===== config.mk =====
export PLATFORM = sky130hd
export DESIGN_NAME = ex_flag_stage
export DESIGN_NICKNAME = d
export VERILOG_FILES = /design/src/rtl/ex_flag_stage.sv
export SDC_FILE = /design/constraint.sdc
export NUM_CORES = 1
export LEC_CHECK = 0
export CORE_AREA = 5 5 58 60
export DETAILED_ROUTE_END_ITERATION = 10
export DIE_AREA = 0 0 63 65
export PLACE_DENSITY = 0.88
export SYNTH_ARGS = -nofsm -noshare
export SYNTH_HDL_FRONTEND = slang
export SYNTH_SLANG_ARGS = --single-unit

===== constraint.sdc =====
create_clock -name clk -period 2.55 [get_ports clk]
set_clock_uncertainty 0.1 [all_clocks]
set_input_delay 0.3825 -clock clk [delete_from_list [all_inputs] [get_ports clk]]
set_output_delay 0.3825 -clock clk [all_outputs]
set_load 0.05 [all_outputs]

===== src/rtl/ex_flag_stage.sv =====
// EX->MEM boundary register with the {Z,V,N} flag register, branch-condition evaluation and sticky halt.
// Optional macro FLAG_BYPASS_EN: branch evaluation sees the flags being written this cycle.
module ex_flag_stage #(
  parameter int          DATA_W   = 16,
  parameter logic [2:0]  FLAG_RST = 3'b000
) (
  input  logic              clk,
  input  logic              rst,
  input  logic              ex_valid,
  input  logic [3:0]        ex_opcode,
  input  logic [DATA_W-1:0] ex_result,
  input  logic              ex_ovf,
  input  logic [3:0]        ex_dst,
  input  logic              ex_wr_en,
  input  logic              stall,
  input  logic              flush,
  input  logic              br_eval,
  input  logic [2:0]        br_cond,
  output logic              mem_valid,
  output logic [DATA_W-1:0] mem_result,
  output logic [3:0]        mem_dst,
  output logic              mem_wr_en,
  output logic [2:0]        flags,
  output logic              br_taken,
  output logic              halted
);

  localparam logic [3:0] OP_ADD = 4'b0000;
  localparam logic [3:0] OP_SUB = 4'b0001;
  localparam logic [3:0] OP_XOR = 4'b0010;
  localparam logic [3:0] OP_SLL = 4'b0100;
  localparam logic [3:0] OP_SRA = 4'b0101;
  localparam logic [3:0] OP_ROR = 4'b0110;
  localparam logic [3:0] OP_HLT = 4'b1111;

  // Flags are packed {Z,V,N}; GE reduces to Z | ~N.
  function automatic logic cond_eval(input logic [2:0] cond, input logic [2:0] f);
    logic z, v, n;
    z = f[2];
    v = f[1];
    n = f[0];
    case (cond)
      3'b000:  cond_eval = ~z;
      3'b001:  cond_eval = z;
      3'b010:  cond_eval = ~z & ~n;
      3'b011:  cond_eval = n;
      3'b100:  cond_eval = z | (~z & ~n);
      3'b101:  cond_eval = n | z;
      3'b110:  cond_eval = v;
      default: cond_eval = 1'b1;
    endcase
  endfunction

  // ---- stage p0: EX-side decode, flag next-state, branch evaluation ----
  logic       load_p0;
  logic       is_hlt_p0;
  logic       res_zero_p0;
  logic [2:0] flags_nxt_p0;
  logic [2:0] flags_br_p0;

  assign load_p0     = ~flush & ~stall & ex_valid & ~halted;
  assign is_hlt_p0   = (ex_opcode == OP_HLT);
  assign res_zero_p0 = (ex_result == '0);

  always_comb begin
    flags_nxt_p0 = flags;
    if (load_p0) begin
      case (ex_opcode)
        OP_ADD, OP_SUB:
          flags_nxt_p0 = {res_zero_p0, ex_ovf, ex_result[DATA_W-1]};
        OP_XOR, OP_SLL, OP_SRA, OP_ROR:
          flags_nxt_p0 = {res_zero_p0, flags[1], flags[0]};
        default:
          flags_nxt_p0 = flags;
      endcase
    end
  end

`ifdef FLAG_BYPASS_EN
  assign flags_br_p0 = flags_nxt_p0;
`else
  assign flags_br_p0 = flags;
`endif

  assign br_taken = br_eval & cond_eval(br_cond, flags_br_p0);

  // ---- stage p1: MEM-side registers ----
  always_ff @(posedge clk) begin
    if (rst) begin
      mem_valid  <= 1'b0;
      mem_result <= '0;
      mem_dst    <= '0;
      mem_wr_en  <= 1'b0;
      flags      <= FLAG_RST;
      halted     <= 1'b0;
    end else if (flush) begin
      mem_valid <= 1'b0;
      mem_wr_en <= 1'b0;
    end else if (!stall) begin
      if (load_p0) begin
        mem_valid  <= 1'b1;
        mem_result <= ex_result;
        mem_dst    <= ex_dst;
        // HLT retires as a valid slot but never writes the register file.
        mem_wr_en  <= ex_wr_en & ~is_hlt_p0;
        flags      <= flags_nxt_p0;
        if (is_hlt_p0)
          halted <= 1'b1;
      end else begin
        mem_valid <= 1'b0;
        mem_wr_en <= 1'b0;
      end
    end
  end

endmodule


# Word level (Yosys, flattened, before mapping)
# Cells that the tools add are included.
op_classes:
  eq_ne: 12
  mux: 4
  bitwise: 15
  n_reduce_logical: 11
op_table:
  columns: ["cell", "n"]
  rows:
  - ["16-bit logical NOT", 1]
  - ["4-bit by 3-bit == test with 1-bit output, second input constant", 3]
  - ["3-bit == test, second input constant", 3]
  - ["4-bit AND reduction", 2]
  - ["1-bit NOT", 7]
  - ["1-bit one-hot mux with 7 select lines", 1]
  - ["1-bit AND", 6]
  - ["3-bit by 2-bit == test with 1-bit output, second input constant", 2]
  - ["3-bit one-hot mux with 2 select lines", 1]
  - ["5-bit AND reduction", 1]
  - ["4-bit by 1-bit == test with 1-bit output, second input constant", 1]
  - ["4-bit by 2-bit == test with 1-bit output, second input constant", 1]
  - ["4-bit == test, second input constant", 1]
  - ["4-bit logical NOT", 1]
  - ["2-bit OR reduction", 2]
  - ["4-bit OR reduction", 1]
  - ["3-bit by 1-bit == test with 1-bit output, second input constant", 1]
  - ["3-bit logical NOT", 1]
  - ["3-bit AND reduction", 1]
  - ["1-bit two-way mux", 2]
  - ["1-bit bitwise OR", 2]
  - ["2-bit nonzero test", 1]
word_totals:
  regBits: 26
  word_cells: 49

# Logic depth before layout (Yosys ltp)
# Gate-level depths: netlist (run 1).
depth:
  word_depth: 5
  depth_mapped: 5
  depth_no_buf: 3

# Least setup slack after synthesis (run 1)
# OpenSTA, ideal clock, no wires.
synth_path:
  kind: "flip-flop to output port"
  startpoint: "reg flags[2]"
  endpoint: "out br_taken"
  t_arrival_ps: 2527
  t_required_ps: 2068
  slack_ps: -459
  stages_incl_launch_ff: 4
  path_buffers: 0
  cell_sequence: "dfxtp_1 > nor3b_1 > o21a_1 > o41ai_1"
synth_between:
  elab_chain_cells: 5
  word_cells_on_any_way: 6
  cone_classes: "mux: 1; bitwise: 5"
synth_rtl:
  columns: ["element", "line_no", "rtl"]
  rows:
  - ["start: declaration", "23", "output logic [2:0] flags,"]
  - ["start signal: assignment", "106", "flags <= flags_nxt_p0;"]
  - ["1-bit NOT", "43, 45, 47", null]
  - ["1-bit AND", "45, 47", null]
  - ["1-bit bitwise OR", "47", "3'b100: cond_eval = z | (~z & ~n);"]
  - ["1-bit one-hot mux with 7 select lines *", "42", "case (cond)"]
  - ["1-bit AND *", "85", "assign br_taken = br_eval & cond_eval(br_cond, flags_br_p0);"]
  - ["end: declaration", "24", "output logic br_taken,"]
# Mark *: on every way between the ends. The rest lies on a longest branch, timed or not.

# Final worst setup path (run 1)
layout_path:
  startpoint: "in br_cond[2]"
  endpoint: "out br_taken"
layout_between:
  elab_chain_cells: 3
  word_cells_on_any_way: 9
  cone_classes: "eq/ne: 6; mux: 1; bitwise: 1; reduce/logical: 1"
layout_rtl:
  columns: ["element", "line_no", "rtl"]
  rows:
  - ["start: declaration", "18", "input logic [2:0] br_cond,"]
  - ["3-bit == test (tied with other cells)", "42", null]
  - ["1-bit one-hot mux with 7 select lines *", "42", null]
  - ["1-bit AND *", "85", null]
# Marks and branches as above.

==> results of run 1 <==
-- sequential cells by signal, indices dropped and copies added (netlist names) --
name,count
mem_result,16
mem_dst,4
flags,3
halted,1
mem_valid,1
mem_wr_en,1
-- synth_stat cells (all sizes together) (2+ instances only) --
cell type,count
o21ai,3
nand3,3
buf,6
a21oi,24
inv,3
nor3,4
nand2,42
nor2,2
dfxtp,26
a211o,2
clkbuf,2
nand4,2
nor4,3
-- per-layer routing --
layer	global-route usage	share of wire	up-vias
li1	-	-	584
met1	0.1647	0.43	514
met2	0.2423	0.47	39
met3	0.06412	0.087	2
met4	0.02387	0.0044	0
met5	0	0	-
-- path summary, 6_finish.rpt --
check                                 end  depth (start not counted)
setup / recovery                 br_taken                          5
setup reg to reg    flags[1]$_SDFFE_PP0P_                          4
hold reg to reg   mem_dst[2]$_SDFFE_PP0P_                          2
hold / removal    mem_dst[2]$_SDFFE_PP0P_                          2
-- cell type report --
cell class	instances	area, sq um	area share
Timing Repair Buffer	67	665.6	0.3762
Sequential cell	26	520.5	0.2942
Multi-Input combinational cell	96	494.2	0.2793
Tap cell	33	41.29	0.02334
Clock buffer	4	36.28	0.02051
Inverter	3	11.26	0.006365
-- cells in the final DEF (no fill, tap or decap), types with 2 or more instances in the layout --
| cell | n |
|---|---|
| nand3_1 | 3 |
| nor2_1 | 2 |
| a21oi_1 | 24 |
| buf_4 | 6 |
| dfxtp_1 | 26 |
| o21ai_0 | 3 |
| inv_1 | 3 |
| clkbuf_4 | 3 |
| nand2_1 | 42 |
| nor4_1 | 3 |
| nand4_1 | 2 |
| clkdlybuf4s50_1 | 60 |
| a211o_1 | 2 |
| nor3_1 | 4 |
-- worst max-delay path: stages --
cell and delay (ns):
clkdlybuf4s50_1 0.48, nor3b_1 0.17, o21a_1 0.17, o41ai_2 0.32
buf_12 0.19
-- kinds of logic (layout without fill, tap and decap cells) --
logic type             count (synthesis)  in the layout
and+or+nand+nor                       61             61
AOI/OAI and AO/OA                     35             35
DFF                                   26             26
buffers and inverters                 11             74
-- stage by stage --
stage | power (mW) | setup slack (ns)
2_1_floorplan | 0.5148 | 0.2072
3_3_place_gp | 0.6117 | 0.3879
3_5_place_dp | 0.6141 | 0.3495
4_1_cts | 0.8172 | 0.3418
5_1_grt | 0.8474 | 0.2933
6_report | 0.8067 | 0.3548
-- power groups by stage --
stage / Sequential [mW] / Clock (mW) / Combinational, mW
2_1_floorplan: 0.471 / 0 / 0.0442
3_3_place_gp: 0.432 / 0 / 0.180
3_5_place_dp: 0.432 / 0 / 0.182
4_1_cts: 0.423 / 0.211 / 0.183
5_1_grt: 0.425 / 0.230 / 0.192
6_report: 0.423 / 0.203 / 0.181
==> results.sh, run 1 <==
export IMPL_fin_nets=232
export IMPL_seq_power_share=0.524
export IMPL_h_tree_depth=1
export IMPL_post_route_util=0.6148
export IMPL_post_cts_resized=0
export IMPL_drc=0
export IMPL_synth_enable_flop_cells=0
export IMPL_die_area_sq_um=4095
export IMPL_n_antenna_cell=0
export IMPL_final_antenna_net_count=0
export IMPL_instances_no_fill=229
export IMPL_power_frac_comb=0.224
export IMPL_track_usage=0.1420
export IMPL_layout_min_cycle_time_ns=2.195
export IMPL_async_reset_ff_frac=0
export IMPL_syn_avg_cell_area_sq_um=8.025
export IMPL_final_area_sq_um=1769
export IMPL_yosysWarnings=0
export IMPL_p_int_uw=592.8
export IMPL_chipHeight_microns=65
export IMPL_cp_max_fo=5
export IMPL_netlist_area_sq_um=1067
export IMPL_peakVddDrop_mv=0.3235
export IMPL_timing_rr_start="halted$_SDFFE_PP0P_"
export IMPL_grt_max_degree=16
export IMPL_dieWidth_microns=63
export IMPL_post_cts_buffers=0
export IMPL_clkTransAtPathRegs_ns=0.13
export IMPL_dp_hpwl_mm=2.345
export IMPL_grt_pass1_vias=1089
export IMPL_io_buffers=61
export IMPL_vias=1139
export IMPL_synth_top_family_by_area="simple AND/OR/NAND/NOR gates"
export IMPL_worstPathArrival_ns=1.71
export IMPL_rsz0062_at_grt="false"
export IMPL_clkPwrFrac=0.252
export IMPL_cts_tree="yes"
export IMPL_clk_latency_ns=0.31
export IMPL_first_iter_violations=49
export IMPL_dp_cells=225
export IMPL_grt_overflow_total=0
export IMPL_crit_type="input port to primary output"
export IMPL_core_sq_um=2878
export IMPL_grt_pass1_wl_mm=4.733
export IMPL_pin_count=62
export IMPL_cellLeakagePower_nw=0.6072
export IMPL_synth_xor_area_frac=0
export IMPL_tightest_slew_ns=0.5137
export IMPL_finalHoldViolations=0
export IMPL_yosys_cell_types_count=26
export IMPL_synth_top_cell_by_area="dfxtp_1"
export IMPL_routed_wirelength_mm=2.923
export IMPL_dpl_cell_area_sq_um=1733
export IMPL_syn_inst=133
export IMPL_hold_buffers=0
export IMPL_swShare=0.2652
export IMPL_dr_pass1_iters=3
export IMPL_slew_headroom=0.6565
export IMPL_drive_above_1_share=0.07143
export IMPL_yosys_area_share_simple=0.2673
export IMPL_ff2ff_setup_slack_ns=0.95
export IMPL_synth_area_leaders="dfxtp_1 49%, nand2_1 15%, a21oi_1 11%"
export IMPL_cts_root_buffer="clkbuf_4"
export IMPL_maxCapViolations=0
export IMPL_syn_num_nets=168
export IMPL_vias_per_cell=4.974
export IMPL_finalCritPeriodShare=0.8608
export IMPL_cts_buffer_depth=2
export IMPL_grt_antenna_before_repair=0
export IMPL_power_density_nw_per_um2=456.0
export IMPL_numCtsBuffers=3
export IMPL_critPathRequiredTime_ns=2.07
export IMPL_synth_compound_area_frac=0.1887
export IMPL_ys_seq_elements=26
export IMPL_status="finished clean"
export IMPL_setup_viol=0
export IMPL_switchingPower_uw=213.9
export IMPL_worst_hold_slack_ns=0.3641
export IMPL_worst_setup_path_end_kind="primary output"
export IMPL_gp_congestion=0.7104
export IMPL_clkSinkCount=26
export IMPL_min_from="mem_dst[2]$_SDFFE_PP0P_"
export IMPL_start_util=0.3709
export IMPL_ys_seq_area_frac=0.4877
export IMPL_rows=20
export IMPL_synth_top_area_frac=0.4877
export IMPL_hp_class="flip-flop to flip-flop"
export IMPL_yosys_area_share_adder=0
export IMPL_critPathLaunch="br_cond[2]"
export IMPL_fmax_ghz=0.4555
export IMPL_start_kind="input port"
export IMPL_wire_per_inst_microns=12.76
export IMPL_fillers=254
export IMPL_setup_tns_ns=0
export IMPL_syn2layout_area_growth_pct=65.77
export IMPL_yosys_mux_area_fraction=0
export IMPL_synth_top_flop_cell="dfxtp_1"
export IMPL_maxSlewViolCount=0
(Power assumes the default switching activity.)
==> run 2: changes to the inputs <==
Settings changed: CORE_AREA 5 5 58 60 to 5 5 47 49, DIE_AREA 0 0 63 65 to 0 0 52 54, DONT_BUFFER_PORTS from default to 1, PLACE_DENSITY 0.88 to 0.84.
==> run 2 against run 1 <==
  * Non-clock buffer count shrank 56
  * Total power shrank 0.68%
  * Die area shrank 31%
==> results.sh, run 2 (synthesis gave the netlist of run 1 again) <==
export IMPL_status="finished clean"
export IMPL_finalHoldViolations=0
export IMPL_first_iter_violations=13
export IMPL_clkSinkCount=26
export IMPL_cts_tree="yes"
export IMPL_r2r_cells=5
export IMPL_worstPathArrival_ns=1.80
export IMPL_dp_hpwl_mm=1.881
export IMPL_top_register="mem_result"
export IMPL_start_kind="flip-flop"
export IMPL_wl_met1_microns=995
export IMPL_top_layer_used="met4"
export IMPL_tightest_slew_ns=0.7133
export IMPL_vias=938
export IMPL_worst_slack_ns=0.2684
export IMPL_layout_min_cycle_time_ns=2.282
export IMPL_critPathRequiredTime_ns=2.07
export IMPL_setup_viol=0
export IMPL_ff2ff_setup_slack_ns=0.74
export IMPL_maxCapViolations=0
export IMPL_fmax_ghz=0.4383
export IMPL_core_sq_um=1822
export IMPL_dr_pass1_iters=4
export IMPL_wire_per_inst_microns=15.32
export IMPL_slew_headroom=0.5245
export IMPL_setup_worst_path_end="br_taken"
export IMPL_r2r_end="flags[2]$_SDFFE_PP0P_"
export IMPL_grt_overflow_total=0
export IMPL_grt_pass1_wl_mm=3.801
export IMPL_final_common_cell="nand2_1"
export IMPL_top_regs="mem_result (16), mem_dst (4), flags (3)"
export IMPL_die_area_sq_um=2808
export IMPL_power_density_nw_per_um2=662.2
export IMPL_peakVddDrop_mv=0.4644
export IMPL_cts_root_buffer="clkbuf_4"
export IMPL_critPathLaunch="flags[2]$_SDFFE_PP0P_"
export IMPL_h_tree_depth=1
export IMPL_fin_nets=176
export IMPL_pin_count=62
export IMPL_worst_hold_slack_ns=0.06595
export IMPL_grt_pass1_vias=885
export IMPL_io_buffers=0
export IMPL_routed_wirelength_mm=2.558
export IMPL_start_util=0.5859
export IMPL_cp_max_fo=4
export IMPL_min_from="ex_result[11]"
export IMPL_timing_rr_start="halted$_SDFFE_PP0P_"
export IMPL_rsz0062_at_grt="false"
export IMPL_syn2layout_area_growth_pct=13.36
export IMPL_gp_congestion=0.7016
export IMPL_dp_cells=157
export IMPL_post_cts_buffers=0
export IMPL_cts_buffer_depth=2
export IMPL_route_met3_wl_microns=264
export IMPL_drive_above_1_share=0.08571
export IMPL_post_cts_resized=0
export IMPL_hp_class="input port to flip-flop"
export IMPL_grt_max_degree=25
export IMPL_rows=16
export IMPL_worst_setup_path_end_kind="primary output"
export IMPL_setup_tns_ns=0
export IMPL_instances_no_fill=167
export IMPL_maxSlewViolCount=0
export IMPL_final_antenna_net_count=0
export IMPL_vias_per_cell=5.617
export IMPL_hold_buffers=4
export IMPL_finalCritPeriodShare=0.8947
export IMPL_fillers=163
export IMPL_drc=0
export IMPL_dieWidth_microns=52
export IMPL_crit_type="flip-flop to primary output"
export IMPL_cellLeakagePower_nw=0.4061
export IMPL_dp_slack_ns=0.6117
export IMPL_largest_reg_flops=16
export IMPL_numCtsBuffers=3
export IMPL_clkTransAtPathRegs_ns=0.15
export IMPL_wl_met2_mm=1.288
export IMPL_layout_common_cells="42 x nand2_1, 26 x dfxtp_1, 24 x a21oi_1"
export IMPL_chipHeight_microns=54
export IMPL_grt_antenna_before_repair=0
export IMPL_clk_latency_ns=0.31
export IMPL_track_usage=0.1829
export IMPL_n_antenna_cell=0
[run 2: cell count changes in the layout (fill, tap and decap cells not counted), sizes merged]
cell,before,now
dlygate4sd3,0,6
bufinv,0,1
clkdlybuf4s50,60,0
clkbuf,4,3
buf,7,5
[run 2: where the power goes]
part           switching [mW]  internal (mW)  total (mW)
sequential             0.0450          0.417       0.462
clock                   0.122          0.159       0.281
combinational          0.0329         0.0249      0.0578
[run 2: area by class of cell]
class | instances | area [sq um] | area share
multi-input combinational | 96 | 494.2 | 0.4085
sequential | 26 | 520.5 | 0.4302
inverter | 3 | 11.26 | 0.009307
clock buffer | 3 | 22.52 | 0.01861
timing repair buffer | 11 | 97.59 | 0.08066
clock inverter | 1 | 30.03 | 0.02482
tap | 27 | 33.78 | 0.02792
[run 2: worst max-delay path: stages (launching register included)]
cell and delay [ns]:
dfxtp_1 0.71, nor3b_1 0.13, o21a_1 0.21, o41ai_2 0.20
buf_4 0.25
[run 2: per-stage QoR]
| step | total power, mW | utilization | instance area (sq um) |
|---|---|---|---|
| 5_1_grt | 0.8363 | 0.6641 | 1210 |
| 2_1_floorplan | 0.5148 | - | 1075 |
| 4_1_cts | 0.7986 | 0.6532 | 1190 |
| 6_report | 0.8012 | 0.6641 | 1210 |
| 3_5_place_dp | 0.5172 | 0.6023 | 1097 |
| 3_3_place_gp | 0.5149 | 0.6023 | 1097 |
[run 2: worst min path at each step]
stage / cells past startpoint / to / slack (ns)
final: 2 / mem_result[11]$_SDFFE_PP0P_ / 0.07
after global routing: 2 / mem_result[11]$_SDFFE_PP0P_ / 0.03
after CTS: 1 / mem_result[13]$_SDFFE_PP0P_ / 0.0004
after detailed placement: 1 / mem_result[6]$_SDFFE_PP0P_ / 0.36
after global placement: 1 / mem_result[9]$_SDFFE_PP0P_ / 0.35
after floorplan: 1 / mem_valid$_SDFFE_PP0N_ / 0.36
[run 2: routing by layer]
layer | vias to the layer above | GRT usage
met3 | 2 | 0.05817
li1 | 475 | -
met2 | 39 | 0.3159
met1 | 422 | 0.2068
met4 | 0 | 0.07860
met5 | - | 0
